`src/rtl/nand_wr_pkg.sv`:
```
// Shared types, codes and row-address helpers for the NAND page-write
// controller.
package nand_wr_pkg;

    localparam logic [1:0] ST_OK   = 2'd0;
    localparam logic [1:0] ST_FAIL = 2'd1;
    localparam logic [1:0] ST_FULL = 2'd2;

    localparam logic [1:0] WS_OK   = 2'd1;
    localparam logic [1:0] WS_FAIL = 2'd2;

    typedef enum logic [2:0] {
        S_IDLE,
        S_CHK,
        S_CHK_WAIT,
        S_PROG,
        S_PROG_WAIT,
        S_INFO,
        S_INFO_WAIT,
        S_DONE
    } state_t;

    function automatic logic [31:0] pg_of(input logic [31:0] row,
                                          input int pb);
        return row & ((32'd1 << pb) - 32'd1);
    endfunction

    function automatic logic [31:0] blk_of(input logic [31:0] row,
                                           input int pb, input int bb);
        return (row >> pb) & ((32'd1 << bb) - 32'd1);
    endfunction

    // Block+1 wraps inside the block field; upper row bits are kept and
    // the page field is cleared.
    function automatic logic [31:0] next_blk(input logic [31:0] row,
                                             input int pb, input int bb);
        logic [31:0] fld;
        logic [31:0] keep;
        fld  = ((32'd1 << bb) - 32'd1) << pb;
        keep = row & ~(fld | ((32'd1 << pb) - 32'd1));
        return keep | (((blk_of(row, pb, bb) + 32'd1) << pb) & fld);
    endfunction

endpackage

```
`src/rtl/nand_page_write_ctrl_if.sv`:
```
// Request, engine, bad-block-check and RAM signals of the page-write
// controller.
interface nand_page_write_ctrl_if #(
    parameter int ROW_W = 24,
    parameter int CNT_W = 14
);
    logic             en_write;
    logic             end_write;
    logic [1:0]       write_status;
    logic             en_init_flash_addr;
    logic [ROW_W-1:0] init_addr_row;
    logic             end_init_flash_addr;
    logic             en_write_page;
    logic             end_write_page;
    logic [1:0]       write_success;
    logic             blk_chk_req;
    logic             blk_chk_done;
    logic             blk_bad;
    logic [ROW_W-1:0] write_addr_row;
    logic [CNT_W-1:0] write_data_cnt;
    logic [7:0]       write_data;
    logic [CNT_W-1:0] write_ram_addr;
    logic [7:0]       write_ram_dataout;
    logic [15:0]      bad_blk_cnt;

    modport slave (
        input  en_write, en_init_flash_addr, init_addr_row,
        input  end_write_page, write_success, blk_chk_done, blk_bad,
        input  write_data_cnt, write_ram_dataout,
        output end_write, write_status, end_init_flash_addr,
        output en_write_page, blk_chk_req, write_addr_row,
        output write_data, write_ram_addr, bad_blk_cnt
    );

    modport master (
        output en_write, en_init_flash_addr, init_addr_row,
        output end_write_page, write_success, blk_chk_done, blk_bad,
        output write_data_cnt, write_ram_dataout,
        input  end_write, write_status, end_init_flash_addr,
        input  en_write_page, blk_chk_req, write_addr_row,
        input  write_data, write_ram_addr, bad_blk_cnt
    );
endinterface

```
`src/rtl/nand_wr_data_mux.sv`:
```
// Byte source for the page engine: RAM data, spare fill or the
// block-info page contents.
module nand_wr_data_mux
    import nand_wr_pkg::*;
#(
    parameter int PAGE_BITS  = 7,
    parameter int PAGE_BYTES = 8192,
    parameter int CNT_W      = 14
) (
    input  logic [CNT_W-1:0] cnt,
    input  logic [7:0]       ram_data,
    input  logic             info_mode,
    input  logic [7:0]       bbc_lo,
    output logic [CNT_W-1:0] ram_addr,
    output logic [7:0]       data
);
    localparam logic [7:0] PG_CNT = 8'((1 << PAGE_BITS) - 1);

    logic main_area;

    assign main_area = 32'(cnt) < 32'(PAGE_BYTES);

    always_comb begin
        ram_addr = main_area ? cnt : '0;
        data     = 8'h00;
        if (info_mode) begin
            if (cnt == CNT_W'(0))
                data = PG_CNT;
            else if (cnt == CNT_W'(1))
                data = bbc_lo;
        end else begin
            data = main_area ? ram_data : 8'hFF;
        end
    end

endmodule

```
`src/rtl/nand_page_write_ctrl.sv`:
```
// Page-write controller: bad-block skip, retry on next block and
// block-info page in the last page of each block.
module nand_page_write_ctrl
    import nand_wr_pkg::*;
#(
    parameter int ROW_W      = 24,
    parameter int PAGE_BITS  = 7,
    parameter int BLK_BITS   = 12,
    parameter int PAGE_BYTES = 8192,
    parameter int CNT_W      = 14,
    parameter int MAX_RETRY  = 3,
    parameter int INFO_EN    = 1
) (
    input logic clk,
    input logic rst,
    nand_page_write_ctrl_if.slave bus
);
    localparam int RW = $clog2(MAX_RETRY + 1);
    localparam logic [31:0] LAST_PG = (32'd1 << PAGE_BITS) - 32'd1;
    localparam logic [31:0] BLK_MAX = (32'd1 << BLK_BITS) - 32'd1;

    state_t           state_q, state_d;
    logic [ROW_W-1:0] row_q, row_d;
    logic [RW-1:0]    retry_q, retry_d;
    logic [15:0]      bbc_q, bbc_d;
    logic [1:0]       status_q, status_d;
    logic             ewp_q, ewp_d;
    logic             info_q, info_d;
    logic             ack_q, ack_d;
    logic             chk_q, chk_d;
    logic             end_q;

    logic [31:0]      row32, pg32, blk32;
    logic [ROW_W-1:0] row_nb, row_inc;
    logic [15:0]      bbc_inc;
    logic [RW-1:0]    retry_inc;

    assign row32   = 32'(row_q);
    assign pg32    = pg_of(row32, PAGE_BITS);
    assign blk32   = blk_of(row32, PAGE_BITS, BLK_BITS);
    assign row_nb  = ROW_W'(next_blk(row32, PAGE_BITS, BLK_BITS));
    // With the info page enabled a data page never lands on the last
    // page, so only the page field advances.
    assign row_inc = (INFO_EN != 0)
                   ? ROW_W'((row32 & ~LAST_PG) | ((pg32 + 32'd1) & LAST_PG))
                   : row_q + ROW_W'(1);
    assign bbc_inc   = (bbc_q == 16'hFFFF) ? bbc_q : bbc_q + 16'd1;
    assign retry_inc = retry_q + RW'(1);

    always_comb begin
        state_d  = state_q;
        row_d    = row_q;
        retry_d  = retry_q;
        bbc_d    = bbc_q;
        status_d = status_q;
        ewp_d    = ewp_q;
        info_d   = info_q;
        ack_d    = 1'b0;
        chk_d    = 1'b0;
        unique case (state_q)
            S_IDLE: begin
                if (bus.en_init_flash_addr) begin
                    row_d = bus.init_addr_row;
                    ack_d = 1'b1;
                end else if (bus.en_write) begin
                    retry_d = '0;
                    state_d = (pg32 == 32'd0) ? S_CHK : S_PROG;
                end
            end
            S_CHK: begin
                chk_d   = 1'b1;
                state_d = S_CHK_WAIT;
            end
            S_CHK_WAIT: begin
                if (bus.blk_chk_done) begin
                    if (!bus.blk_bad) begin
                        state_d = S_PROG;
                    end else if (blk32 == BLK_MAX) begin
                        status_d = ST_FULL;
                        state_d  = S_DONE;
                    end else begin
                        bbc_d   = bbc_inc;
                        row_d   = row_nb;
                        state_d = S_CHK;
                    end
                end
            end
            S_PROG: begin
                ewp_d   = 1'b1;
                info_d  = 1'b0;
                state_d = S_PROG_WAIT;
            end
            S_PROG_WAIT: begin
                if (bus.end_write_page) begin
                    ewp_d = 1'b0;
                    if (bus.write_success == WS_OK) begin
                        row_d = row_inc;
                        if (INFO_EN != 0 &&
                            pg_of(32'(row_inc), PAGE_BITS) == LAST_PG) begin
                            state_d = S_INFO;
                        end else begin
                            status_d = ST_OK;
                            state_d  = S_DONE;
                        end
                    end else begin
                        retry_d = retry_inc;
                        bbc_d   = bbc_inc;
                        row_d   = row_nb;
                        if (retry_inc == RW'(MAX_RETRY)) begin
                            status_d = ST_FAIL;
                            state_d  = S_DONE;
                        end else begin
                            state_d = S_CHK;
                        end
                    end
                end
            end
            S_INFO: begin
                info_d  = 1'b1;
                ewp_d   = 1'b1;
                state_d = S_INFO_WAIT;
            end
            S_INFO_WAIT: begin
                // Data page is already committed; info result is advisory.
                if (bus.end_write_page) begin
                    ewp_d    = 1'b0;
                    row_d    = row_nb;
                    status_d = ST_OK;
                    state_d  = S_DONE;
                end
            end
            S_DONE:  state_d = S_IDLE;
            default: state_d = S_IDLE;
        endcase
    end

    always_ff @(posedge clk) begin
        if (rst) begin
            state_q  <= S_IDLE;
            row_q    <= '0;
            retry_q  <= '0;
            bbc_q    <= '0;
            status_q <= '0;
            ewp_q    <= 1'b0;
            info_q   <= 1'b0;
            ack_q    <= 1'b0;
            chk_q    <= 1'b0;
            end_q    <= 1'b0;
        end else begin
            state_q  <= state_d;
            row_q    <= row_d;
            retry_q  <= retry_d;
            bbc_q    <= bbc_d;
            status_q <= status_d;
            ewp_q    <= ewp_d;
            info_q   <= info_d;
            ack_q    <= ack_d;
            chk_q    <= chk_d;
            end_q    <= (state_d == S_DONE);
        end
    end

    assign bus.end_write           = end_q;
    assign bus.write_status        = status_q;
    assign bus.end_init_flash_addr = ack_q;
    assign bus.en_write_page       = ewp_q;
    assign bus.blk_chk_req         = chk_q;
    assign bus.write_addr_row      = row_q;
    assign bus.bad_blk_cnt         = bbc_q;

    nand_wr_data_mux #(
        .PAGE_BITS  (PAGE_BITS),
        .PAGE_BYTES (PAGE_BYTES),
        .CNT_W      (CNT_W)
    ) u_mux (
        .cnt       (bus.write_data_cnt),
        .ram_data  (bus.write_ram_dataout),
        .info_mode (info_q),
        .bbc_lo    (bbc_q[7:0]),
        .ram_addr  (bus.write_ram_addr),
        .data      (bus.write_data)
    );

endmodule

```
`src/flat_wrapper.sv`:
```
// flat-port wrapper written by rule: the top's interface ports become plain ports
module nand_page_write_ctrl_flat import nand_wr_pkg::*;
#(
    parameter int ROW_W      = 24,
    parameter int PAGE_BITS  = 7,
    parameter int BLK_BITS   = 12,
    parameter int PAGE_BYTES = 8192,
    parameter int CNT_W      = 14,
    parameter int MAX_RETRY  = 3,
    parameter int INFO_EN    = 1
)
  (clk, rst, bus_en_write, bus_en_init_flash_addr, bus_init_addr_row, bus_end_write_page, bus_write_success, bus_blk_chk_done, bus_blk_bad, bus_write_data_cnt, bus_write_ram_dataout, bus_end_write, bus_write_status, bus_end_init_flash_addr, bus_en_write_page, bus_blk_chk_req, bus_write_addr_row, bus_write_data, bus_write_ram_addr, bus_bad_blk_cnt);
  nand_page_write_ctrl_if #(.ROW_W(ROW_W), .CNT_W(CNT_W)) bus_i ();
  input logic clk;
  input logic rst;
  input wire logic [$bits(bus_i.en_write)-1:0] bus_en_write;
  input wire logic [$bits(bus_i.en_init_flash_addr)-1:0] bus_en_init_flash_addr;
  input wire logic [$bits(bus_i.init_addr_row)-1:0] bus_init_addr_row;
  input wire logic [$bits(bus_i.end_write_page)-1:0] bus_end_write_page;
  input wire logic [$bits(bus_i.write_success)-1:0] bus_write_success;
  input wire logic [$bits(bus_i.blk_chk_done)-1:0] bus_blk_chk_done;
  input wire logic [$bits(bus_i.blk_bad)-1:0] bus_blk_bad;
  input wire logic [$bits(bus_i.write_data_cnt)-1:0] bus_write_data_cnt;
  input wire logic [$bits(bus_i.write_ram_dataout)-1:0] bus_write_ram_dataout;
  output wire logic [$bits(bus_i.end_write)-1:0] bus_end_write;
  output wire logic [$bits(bus_i.write_status)-1:0] bus_write_status;
  output wire logic [$bits(bus_i.end_init_flash_addr)-1:0] bus_end_init_flash_addr;
  output wire logic [$bits(bus_i.en_write_page)-1:0] bus_en_write_page;
  output wire logic [$bits(bus_i.blk_chk_req)-1:0] bus_blk_chk_req;
  output wire logic [$bits(bus_i.write_addr_row)-1:0] bus_write_addr_row;
  output wire logic [$bits(bus_i.write_data)-1:0] bus_write_data;
  output wire logic [$bits(bus_i.write_ram_addr)-1:0] bus_write_ram_addr;
  output wire logic [$bits(bus_i.bad_blk_cnt)-1:0] bus_bad_blk_cnt;
  assign bus_i.en_write = bus_en_write;
  assign bus_i.en_init_flash_addr = bus_en_init_flash_addr;
  assign bus_i.init_addr_row = bus_init_addr_row;
  assign bus_i.end_write_page = bus_end_write_page;
  assign bus_i.write_success = bus_write_success;
  assign bus_i.blk_chk_done = bus_blk_chk_done;
  assign bus_i.blk_bad = bus_blk_bad;
  assign bus_i.write_data_cnt = bus_write_data_cnt;
  assign bus_i.write_ram_dataout = bus_write_ram_dataout;
  assign bus_end_write = bus_i.end_write;
  assign bus_write_status = bus_i.write_status;
  assign bus_end_init_flash_addr = bus_i.end_init_flash_addr;
  assign bus_en_write_page = bus_i.en_write_page;
  assign bus_blk_chk_req = bus_i.blk_chk_req;
  assign bus_write_addr_row = bus_i.write_addr_row;
  assign bus_write_data = bus_i.write_data;
  assign bus_write_ram_addr = bus_i.write_ram_addr;
  assign bus_bad_blk_cnt = bus_i.bad_blk_cnt;
  nand_page_write_ctrl #(.ROW_W(ROW_W), .PAGE_BITS(PAGE_BITS), .BLK_BITS(BLK_BITS), .PAGE_BYTES(PAGE_BYTES), .CNT_W(CNT_W), .MAX_RETRY(MAX_RETRY), .INFO_EN(INFO_EN)) u_core (.clk(clk), .rst(rst), .bus(bus_i));
endmodule
```
`config.mk`:
```
export PLATFORM = sky130hd
export DESIGN_NAME = nand_page_write_ctrl_flat
export DESIGN_NICKNAME = d
export VERILOG_FILES = /design/src/rtl/nand_wr_pkg.sv /design/src/rtl/nand_page_write_ctrl_if.sv /design/src/rtl/nand_wr_data_mux.sv /design/src/rtl/nand_page_write_ctrl.sv /design/src/flat_wrapper.sv
export SDC_FILE = /design/constraint.sdc
export NUM_CORES = 1
export LEC_CHECK = 0
export ABC_AREA = 1
export CORE_MARGIN = 5
export CORE_UTILIZATION = 36
export CTS_CLUSTER_SIZE = 10
export DETAILED_ROUTE_END_ITERATION = 6
export GPL_ROUTABILITY_DRIVEN = 0
export MAX_ROUTING_LAYER = met4
export PLACE_DENSITY = 0.66
export SLEW_MARGIN = 20
export SYNTH_ARGS = -nofsm -noshare
export SYNTH_HDL_FRONTEND = slang
export SYNTH_SLANG_ARGS = --single-unit
```
`constraint.sdc`:
```
create_clock -name clk -period 2.07 [get_ports clk]
set_input_delay 0.5175 -clock clk [delete_from_list [all_inputs] [get_ports clk]]
set_output_delay 0.5175 -clock clk [all_outputs]
set_load 0.02 [all_outputs]
```
==> flow_summary.ini, run 1 <==
[timing]
hold_slack_ns = 0.4674
setup_viol = 8
fin_ws_ns = -0.08318
rsz0062_at_grt = true
tns_ns = -0.4541
slew_violations = 0
period_minus_slack_ns = 2.153
finClkSkew_ns = 0.006036
fmax_mhz = 464.4
period_share = 1.040
hold_violations = 0

[cells_and_area]
fillers = 934
layout_commonest_cell = nand2_1
final_nets = 778
fin_area_um2 = 5386
multi_input_area_um2 = 2228
syn_to_final_growth_pct = 53.31
drive_above_1_share = 0.2131
antenna_cells = 0
fin_util = 0.5588
final_cell_mix = 140 x nand2_1, 86 x clkdlybuf4s50_1, 65 x nor2_1, 54 x buf_4, 50 x dfxtp_1
seq_area_um2 = 1044
final_cell_count_no_fill = 851

[worst_setup_path]
slowest_stage = nor3_2
slowest_delay_ns = 0.23
critPathKind = in2out
cp-end-kind = output port
cpMostUsedCell = nand2_2
critPathCapture = bus_write_data[1]
cp_cell_sequence = clkdlybuf4s15_1, nor3_2, buf_6, buf_4, nand3_2, nand2_2, nand2_2, nand2_2, buf_6
cp_max_fo = 4
r2r_end = u_core.bus.bad_blk_cnt[2]$_SDFFE_PP0P_
crit_path_start_kind = primary input
crit_start = bus_write_data_cnt[12]
cp.arrival_ns = 1.64
required_ns = 1.55
r2r_start = u_core.bus.write_addr_row[8]$_SDFFE_PP0P_
worst_r2r_path_depth = 10
r2r_slack_ns = 0.26

[synth]
synth_area_um2 = 3513
yosysSeqAreaShare = 0.2963
synth_warnings = 0
synth.ff_latch_count = 52
synth_area_leaders = dfxtp_1 30%, nand2_1 15%, nor2_1 7.3%
avgSynthCellArea_um2 = 6.388
synth_cell_types = 39
yosysTopAreaCell = dfxtp_1
syn_nets = 611
synth_cells = 550
synth_top_area_share = 0.2963

[clock_network]
cts_tree = yes
root_buffer = clkbuf_8
insertion_delay_ns = 0.31
cts_inserted_buffers = 5
cts_max_level = 2
cts_buffer_depth = 2
clock-sinks = 52
clk_pin_slew_ns = 0.10
hold_buffers = 0

[place]
port_buffers = 121
pre_cts_ws_ns = -0.8626
dp_cells = 831
place_area_um2 = 5129
hpwl_mm = 8.512

[global_route]
grt.total_usage = 0.1919
grt_pass1_vias = 3956
grt_max_degree = 26
antenna_found_initial = 0
grt-ovfl-total = 0
grt_pass1_wl_mm = 17.96

[pwr]
irDropWorstVdd_v = 0.0006915
p_leak_nw = 2.230
power.density_nw_per_um2 = 972.0
fin_total_pwr_mw = 5.236

[status]
violations = setup timing
run_status = finished with violations

[routing]
antenna_left = 0
vias_per_cell = 4.886
route.detailed.drc = 0
drt_first_pass_iters = 5
vias = 4158
wire_per_inst_um = 13.18
finalWirelength_mm = 11.22
drt_iter0_drc = 152

[floorplanning]
die_area_um2 = 11840
core_area_um2 = 9639
row_count = 36
ios = 123
die_w_um = 108.8
die_h_um = 108.8
initial_core_util = 0.3645

[job]
maxCapViolations = 0

[min_path]
hold_path_class = reg2reg
what timing repair did:
item | in CTS | in global routing
endpoints found under the setup margin | 21 | 11
gates resized for setup | 124 | 24
pin swaps | 11 | 10
gates cloned | 0 | 0
buffers inserted | 9 | 3
cell usage after synthesis, drive strengths merged:
cell      n
nand2   156
nor2     77
inv      65
dfxtp    52
o21ai    40
a21oi    37
nand3    32
nor3     17
xor2     17
nand4    10
buf       9
clkbuf    8
ha        6
o211ai    5
xnor2     5
a22o      4
a221oi    2
o21bai    2
a22oi     1
conb      1
nor4      1
o21a      1
o31ai     1
or2       1
sequential cells by signal, indices dropped and copies added (netlist names), 2 cells and up:
register and count:
u_core.bus.write_addr_row 24, u_core.bus.bad_blk_cnt 16, u_core.state_q 3, u_core.bus.write_status 2, u_core.retry_q 2
cell families after synthesis:
| group | count (synthesis) | share of synthesized area |
|---|---|---|
| simple gates | 294 | 0.3725 |
| buf+inv | 82 | 0.09793 |
| compound gates | 93 | 0.1560 |
| flops | 52 | 0.2963 |
| other cells | 1 | 0.001067 |
| fa+ha+maj | 6 | 0.02137 |
| xor+xnor | 22 | 0.05484 |
critical path, delay by kind of cell:
kind                   cells  cell delay (ns)
buffers and inverters      4             0.62
and+or+nand+nor            5             0.49
per-layer routing:
layer  track usage  part of all wire  vias up
met5             -                 0        -
li1              -                 -     2101
met2        0.3129              0.47      160
met4       0.06402             0.021        0
met1        0.2364              0.44     1877
met3       0.04085             0.074       20
report_power, final:
part	switching, mW	internal (mW)
Sequential	0.327	1.26
Combinational	1.76	1.28
Clock	0.369	0.243
how the worst min path moves through the flow:
stage	start	endpoint	slack, ns	cells after the start
6_report	u_core.bus.write_status[0]$_SDFFE_PP0P_	u_core.bus.write_status[0]$_SDFFE_PP0P_	0.47	2
5_1_grt	u_core.bus.write_addr_row[19]$_SDFFE_PP0P_	u_core.bus.write_addr_row[19]$_SDFFE_PP0P_	0.49	2
4_1_cts	u_core.bus.write_status[0]$_SDFFE_PP0P_	u_core.bus.write_status[0]$_SDFFE_PP0P_	0.47	2
3_5_place_dp	u_core.bus.write_status[0]$_SDFFE_PP0P_	u_core.bus.write_status[0]$_SDFFE_PP0P_	0.46	2
3_3_place_gp	u_core.bus.write_addr_row[19]$_SDFFE_PP0P_	u_core.bus.write_addr_row[19]$_SDFFE_PP0P_	0.45	2
2_1_floorplan	u_core.retry_q[1]$_SDFFE_PP0P_	u_core.retry_q[1]$_SDFFE_PP0P_	0.46	2
layout make-up:
class,count,share of cell area
clock buffer,5,0.01278
multi-input combinational,416,0.4137
inverter,65,0.04623
timing repair buffer,177,0.2985
clock inverter,3,0.004181
tap,133,0.03089
sequential,52,0.1937
No activity file was read; power rests on OpenSTA's default activity.
==> run 2, diff against run 1 <==
Settings changed: GPL_TIMING_DRIVEN set to 0, SLEW_MARGIN 20 to 10.
==> flow_summary.ini, run 2 (synthesis results as in run 1) <==
[pwr]
power.density_nw_per_um2 = 1012
p_int_mw = 2.729
switchingPower_mw = 2.457
seq_power_share = 0.312
pwr-share-clk = 0.120
fin_total_pwr_mw = 5.186
irDropWorstVdd_v = 0.0005926
p_sw_frac = 0.4737
p_leak_nw = 2.069
comb_power_share = 0.568

[floorplanning]
die_area_um2 = 11840
die_w_um = 108.8
core_area_um2 = 9639
initial_core_util = 0.3645
row_count = 36
ios = 123
die_h_um = 108.8

[status]
violations = setup timing
run_status = finished with violations

[timing]
finClkSkew_ns = 0.007752
slew_violations = 0
rsz0062_at_grt = true
period_minus_slack_ns = 2.123
fmax_mhz = 471.0
period_share = 1.026
hold_violations = 0
setup_viol = 6
relSlewSlack = 0.5616
tns_ns = -0.1278
worstMarginPinSlew_ns = 0.6576
fin_ws_ns = -0.05317

[global_route]
antenna_found_initial = 0
grt_max_degree = 16
grt_pass1_vias = 3925
grt_pass1_wl_mm = 18.13
grt-ovfl-total = 0
grt.total_usage = 0.1910

[worst_setup_path]
cp_max_fo = 5
cp_cell_sequence = dlygate4sd2_1, inv_2, nand3_2, nor2_4, nand2_8, o31ai_2, buf_4
critPathCapture = bus_write_data[7]
cp.arrival_ns = 1.61
critical_path.top_delay_family = buffers and inverters
worst_r2r_path_depth = 11
cp-end-kind = output port
r2r_start = u_core.bus.write_addr_row[7]$_SDFFE_PP0P_
crit_path_start_kind = primary input
slowest_stage = dlygate4sd2_1
required_ns = 1.55
r2r_end = u_core.bus.bad_blk_cnt[8]$_SDFFE_PP0P_
worst-path-stages = 7
slowest_delay_ns = 0.24
critPathKind = in2out
r2r_slack_ns = 0.19
worst-path-buf-inv = 3
crit_start = bus_write_data_cnt[1]

[routing]
antenna_left = 0
drt_first_pass_iters = 5
vias_per_cell = 4.949
finalWirelength_mm = 10.99
drt_iter0_drc = 227
route.detailed.drc = 0
wire_per_inst_um = 13.32
vias = 4083

[min_path]
hold_path_class = reg2reg

[cells_and_area]
layout_commonest_cell = nand2_1
drive_above_1_share = 0.1691
largest_reg_flops = 24
antenna_cells = 0
syn_to_final_growth_pct = 45.83
final_nets = 752
final_cell_mix = 141 x nand2_1, 85 x clkdlybuf4s50_1, 65 x nor2_1, 50 x dfxtp_1, 49 x inv_1
fillers = 968

[clock_network]
clock-sinks = 52
cts_inserted_buffers = 5
clk_pin_slew_ns = 0.09
cts_buffer_depth = 2
root_buffer = clkbuf_8
cts_tree = yes
hold_buffers = 0
insertion_delay_ns = 0.31
cts_max_level = 2

[place]
port_buffers = 120
hpwl_mm = 8.545

[job]
maxCapViolations = 0
run 2: changes by cell type in the layout (fill, tap and decap cells not counted), moves of 2 or more:
| cell | before | now |
|---|---|---|
| buf_4 | 54 | 18 |
| buf_6 | 15 | 13 |
| clkbuf_1 | 0 | 6 |
| clkbuf_2 | 1 | 8 |
| clkdlybuf4s15_1 | 2 | 0 |
| nand3_1 | 25 | 29 |
| nand3_2 | 6 | 2 |
| nor2_2 | 3 | 5 |
| nor2_4 | 9 | 7 |
run 2: area by class of cell:
type,instances,area (um^2),share of cell area
sequential,52,1044,0.2037
clock buffer,7,86.33,0.01685
tap,133,166.4,0.03248
inverter,65,249.0,0.04860
buffer,16,96.34,0.01880
multi-input combinational,416,2202,0.4298
timing repair buffer,135,1272,0.2484
clock inverter,1,7.507,0.001465
run 2: worst min-delay path by stage:
stage                                                           from  depth (start not counted)  slack (ns)                                    endpoint
final                     u_core.bus.write_addr_row[23]$_SDFFE_PP0P_                          2        0.47  u_core.bus.write_addr_row[23]$_SDFFE_PP0P_
after global routing         u_core.bus.write_status[0]$_SDFFE_PP0P_                          2        0.49     u_core.bus.write_status[0]$_SDFFE_PP0P_
after CTS                 u_core.bus.write_addr_row[21]$_SDFFE_PP0P_                          2        0.47  u_core.bus.write_addr_row[21]$_SDFFE_PP0P_
after detailed placement  u_core.bus.write_addr_row[19]$_SDFFE_PP0P_                          2        0.46  u_core.bus.write_addr_row[19]$_SDFFE_PP0P_
after global placement    u_core.bus.write_addr_row[21]$_SDFFE_PP0P_                          2        0.45  u_core.bus.write_addr_row[21]$_SDFFE_PP0P_
after floorplan                       u_core.retry_q[1]$_SDFFE_PP0P_                          2        0.46              u_core.retry_q[1]$_SDFFE_PP0P_
run 2: worst reg2reg max path: cells and delay by family (launching register included):
kind            cells  cell delay (ns)
compound gates      1             0.04
buf+inv             2             0.23
simple gates        7             0.87
fa+ha+maj           1             0.20
flops               1             0.40
run 2: power by group through the flow:
stage	Sequential, mW	Clock (mW)	Combinational (mW)
3_3_place_gp	1.62	0	2.89
3_5_place_dp	1.62	0	2.92
2_1_floorplan	1.82	0	1.62
5_1_grt	1.66	0.662	3.26
6_report	1.62	0.622	2.95
4_1_cts	1.60	0.638	2.95
run 2: routing by layer:
metal,share of wire,up-vias,global-route usage
met5,0,-,-
met3,0.089,17,0.04204
met2,0.47,181,0.3235
met1,0.43,1833,0.2326
li1,-,2052,-
met4,0.011,0,0.04418
run 2: what timing repair did:
action / 4_1_cts / 5_1_grt
endpoints found under the setup margin: 24 / 24
buffers inserted: 14 / 1
pin swaps: 14 / 9
resized for setup: 121 / 20
run 2: stage by stage:
step | instance area (um^2) | instances | setup slack [ns] | hold slack, ns | util
5_1_grt | 5124 | 825 | -0.1259 | 0.4867 | 0.5315
6_report | 5124 | 825 | -0.05317 | 0.4669 | 0.5315
4_1_cts | 5119 | 825 | -0.1358 | 0.4711 | 0.5310
3_5_place_dp | 4886 | 803 | -1.136 | 0.4581 | 0.5069
2_1_floorplan | 3518 | 550 | 0.01458 | 0.4626 | -
3_3_place_gp | 4886 | 803 | -1.082 | 0.4527 | 0.5069
==> run 3, diff against run 2 <==
Settings changed: CELL_PAD_IN_SITES_DETAIL_PLACEMENT set to 1, CELL_PAD_IN_SITES_GLOBAL_PLACEMENT set to 1, CORE_UTILIZATION 36 to 30, PLACE_DENSITY 0.66 to unset, PLACE_DENSITY_LB_ADDON set to 0.1.
==> flow_summary.ini, run 3 (synthesis results as in run 1) <==
[timing]
slew_violations = 0
tns_ns = -0.9246
worstMarginPinSlew_ns = 0.7102
hold_violations = 0
setup_viol = 8
finClkSkew_ns = 0.009079
fin_ws_ns = -0.1481
hold_slack_ns = 0.4685
rsz0062_at_grt = true
period_share = 1.072
fmax_mhz = 450.8
relSlewSlack = 0.5265
period_minus_slack_ns = 2.218

[floorplanning]
die_h_um = 118.2
ios = 123
die_area_um2 = 13980
row_count = 39
die_w_um = 118.2
initial_core_util = 0.3064
core_area_um2 = 11470

[worst_setup_path]
cp_cell_sequence = buf_6, inv_4, nand4_1, nor3_4, buf_6, nand3_2, nand2_2, nand2_2, nand2_2, buf_6
r2r_end = u_core.bus.bad_blk_cnt[13]$_SDFFE_PP0P_
r2r_start = u_core.bus.write_addr_row[8]$_SDFFE_PP0P_
crit_start = bus_write_data_cnt[10]
critical_path.top_delay_family = simple AND/OR/NAND/NOR gates
critPathCapture = bus_write_data[2]
worst-path-stages = 10
r2r_slack_ns = 0.18
crit_path_start_kind = primary input
slowest_stage = nor3_4
critPathKind = in2out
worst_r2r_path_depth = 11
cp-end-kind = output port
slowest_delay_ns = 0.34
worst-path-buf-inv = 4
cp_max_fo = 3
required_ns = 1.55
cp.arrival_ns = 1.70

[global_route]
grt_pass1_vias = 4206
grt_pass1_wl_mm = 20.83
grt.total_usage = 0.1820
grt-ovfl-total = 0
grt_max_degree = 16
antenna_found_initial = 0

[pwr]
power.density_nw_per_um2 = 1068
p_leak_nw = 2.106
irDropWorstVdd_v = 0.0005024

[clock_network]
cts_tree = yes
clk_pin_slew_ns = 0.07
cts_inserted_buffers = 5
cts_max_level = 2
hold_buffers = 0
insertion_delay_ns = 0.31
root_buffer = clkbuf_16
clock-sinks = 52
cts_buffer_depth = 2

[place]
hpwl_mm = 9.976
port_buffers = 120
place_area_um2 = 4898

[routing]
wire_per_inst_um = 15.30
vias_per_cell = 4.889
antenna_left = 0
drt_first_pass_iters = 6
finalWirelength_mm = 12.73
vias = 4068
drt_iter0_drc = 155
route.detailed.drc = 0

[cells_and_area]
fin_area_um2 = 5189
syn_to_final_growth_pct = 47.69
final_nets = 749
final_cell_mix = 140 x nand2_1, 85 x clkdlybuf4s50_1, 65 x nor2_1, 53 x inv_1, 51 x dfxtp_1
antenna_cells = 0
fillers = 1508
layout_commonest_cell = nand2_1
drive_above_1_share = 0.1597
largest_reg_flops = 24

[min_path]
hold_start = u_core.bus.write_addr_row[21]$_SDFFE_PP0P_
hold_path_class = reg2reg

[status]
violations = setup timing
run_status = finished with violations

[job]
maxCapViolations = 0
==> run 3: cell count changes in the layout (fill, tap and decap cells not counted), sizes merged <==
cell           previous run  this run
clkinvlp                  1         0
buf                      38        37
dlygate4sd2              14        12
clkbuf                   20        16
clkdlybuf4s15             1         4
clkinv                    0         2
==> run 3: metrics by stage <==
step,total power [mW],std cells,setup WS (ns),util
3_5_place_dp,4.641,813,-1.227,0.4272
5_1_grt,5.954,832,-0.2220,0.4525
3_3_place_gp,4.578,813,-1.176,0.4272
2_1_floorplan,3.444,550,0.01458,-
4_1_cts,5.577,832,-0.1555,0.4494
6_report,5.543,832,-0.1481,0.4525
==> run 3: cell type report <==
| type | count | area (um^2) | share of cell area |
|---|---|---|---|
| Clock buffer | 6 | 138.9 | 0.02677 |
| Clock inverter | 2 | 10.01 | 0.001929 |
| Timing Repair Buffer | 132 | 1256 | 0.2421 |
| Tap cell | 143 | 178.9 | 0.03448 |
| Buffer | 16 | 98.84 | 0.01905 |
| Multi-Input combinational cell | 416 | 2215 | 0.4268 |
| Inverter | 65 | 249.0 | 0.04799 |
| Sequential cell | 52 | 1042 | 0.2009 |
==> run 3: how the worst min path moves through the flow <==
stage	to	depth (start not counted)	slack [ns]
2_1_floorplan	u_core.retry_q[1]$_SDFFE_PP0P_	2	0.46
3_3_place_gp	u_core.bus.write_addr_row[21]$_SDFFE_PP0P_	2	0.45
3_5_place_dp	u_core.bus.write_addr_row[22]$_SDFFE_PP0P_	2	0.46
4_1_cts	u_core.bus.write_addr_row[22]$_SDFFE_PP0P_	2	0.47
5_1_grt	u_core.bus.write_addr_row[20]$_SDFFE_PP0P_	2	0.50
6_report	u_core.bus.write_addr_row[21]$_SDFFE_PP0P_	2	0.47
==> run 3: what timing repair did <==
action	in CTS	in global routing
gates resized for setup	122	19
buffers inserted	11	1
endpoints found under the setup margin	25	53
pin swaps	14	13
==> run 3: routing by layer <==
| layer | GRT usage | vias up | wire (um) |
|---|---|---|---|
| met5 | - | - | 0 |
| met4 | 0.03656 | 0 | 108 |
| met3 | 0.03868 | 8 | 506 |
| met2 | 0.3087 | 97 | 6192 |
| met1 | 0.2237 | 1925 | 5924 |
| li1 | - | 2038 | - |
==> run 3: where the power goes <==
| group | switching [mW] | internal (mW) |
|---|---|---|
| Combinational | 1.83 | 1.21 |
| Sequential | 0.349 | 1.26 |
| Clock | 0.414 | 0.479 |
| Total | 2.59 | 2.95 |
==> run 3: worst reg2reg max path, delay by kind of cell, from the launching register on <==
family          cells  cell delay, ns
fa+ha+maj           1            0.21
compound gates      1            0.04
buf+inv             2            0.24
simple gates        7            0.86
flops               1            0.41
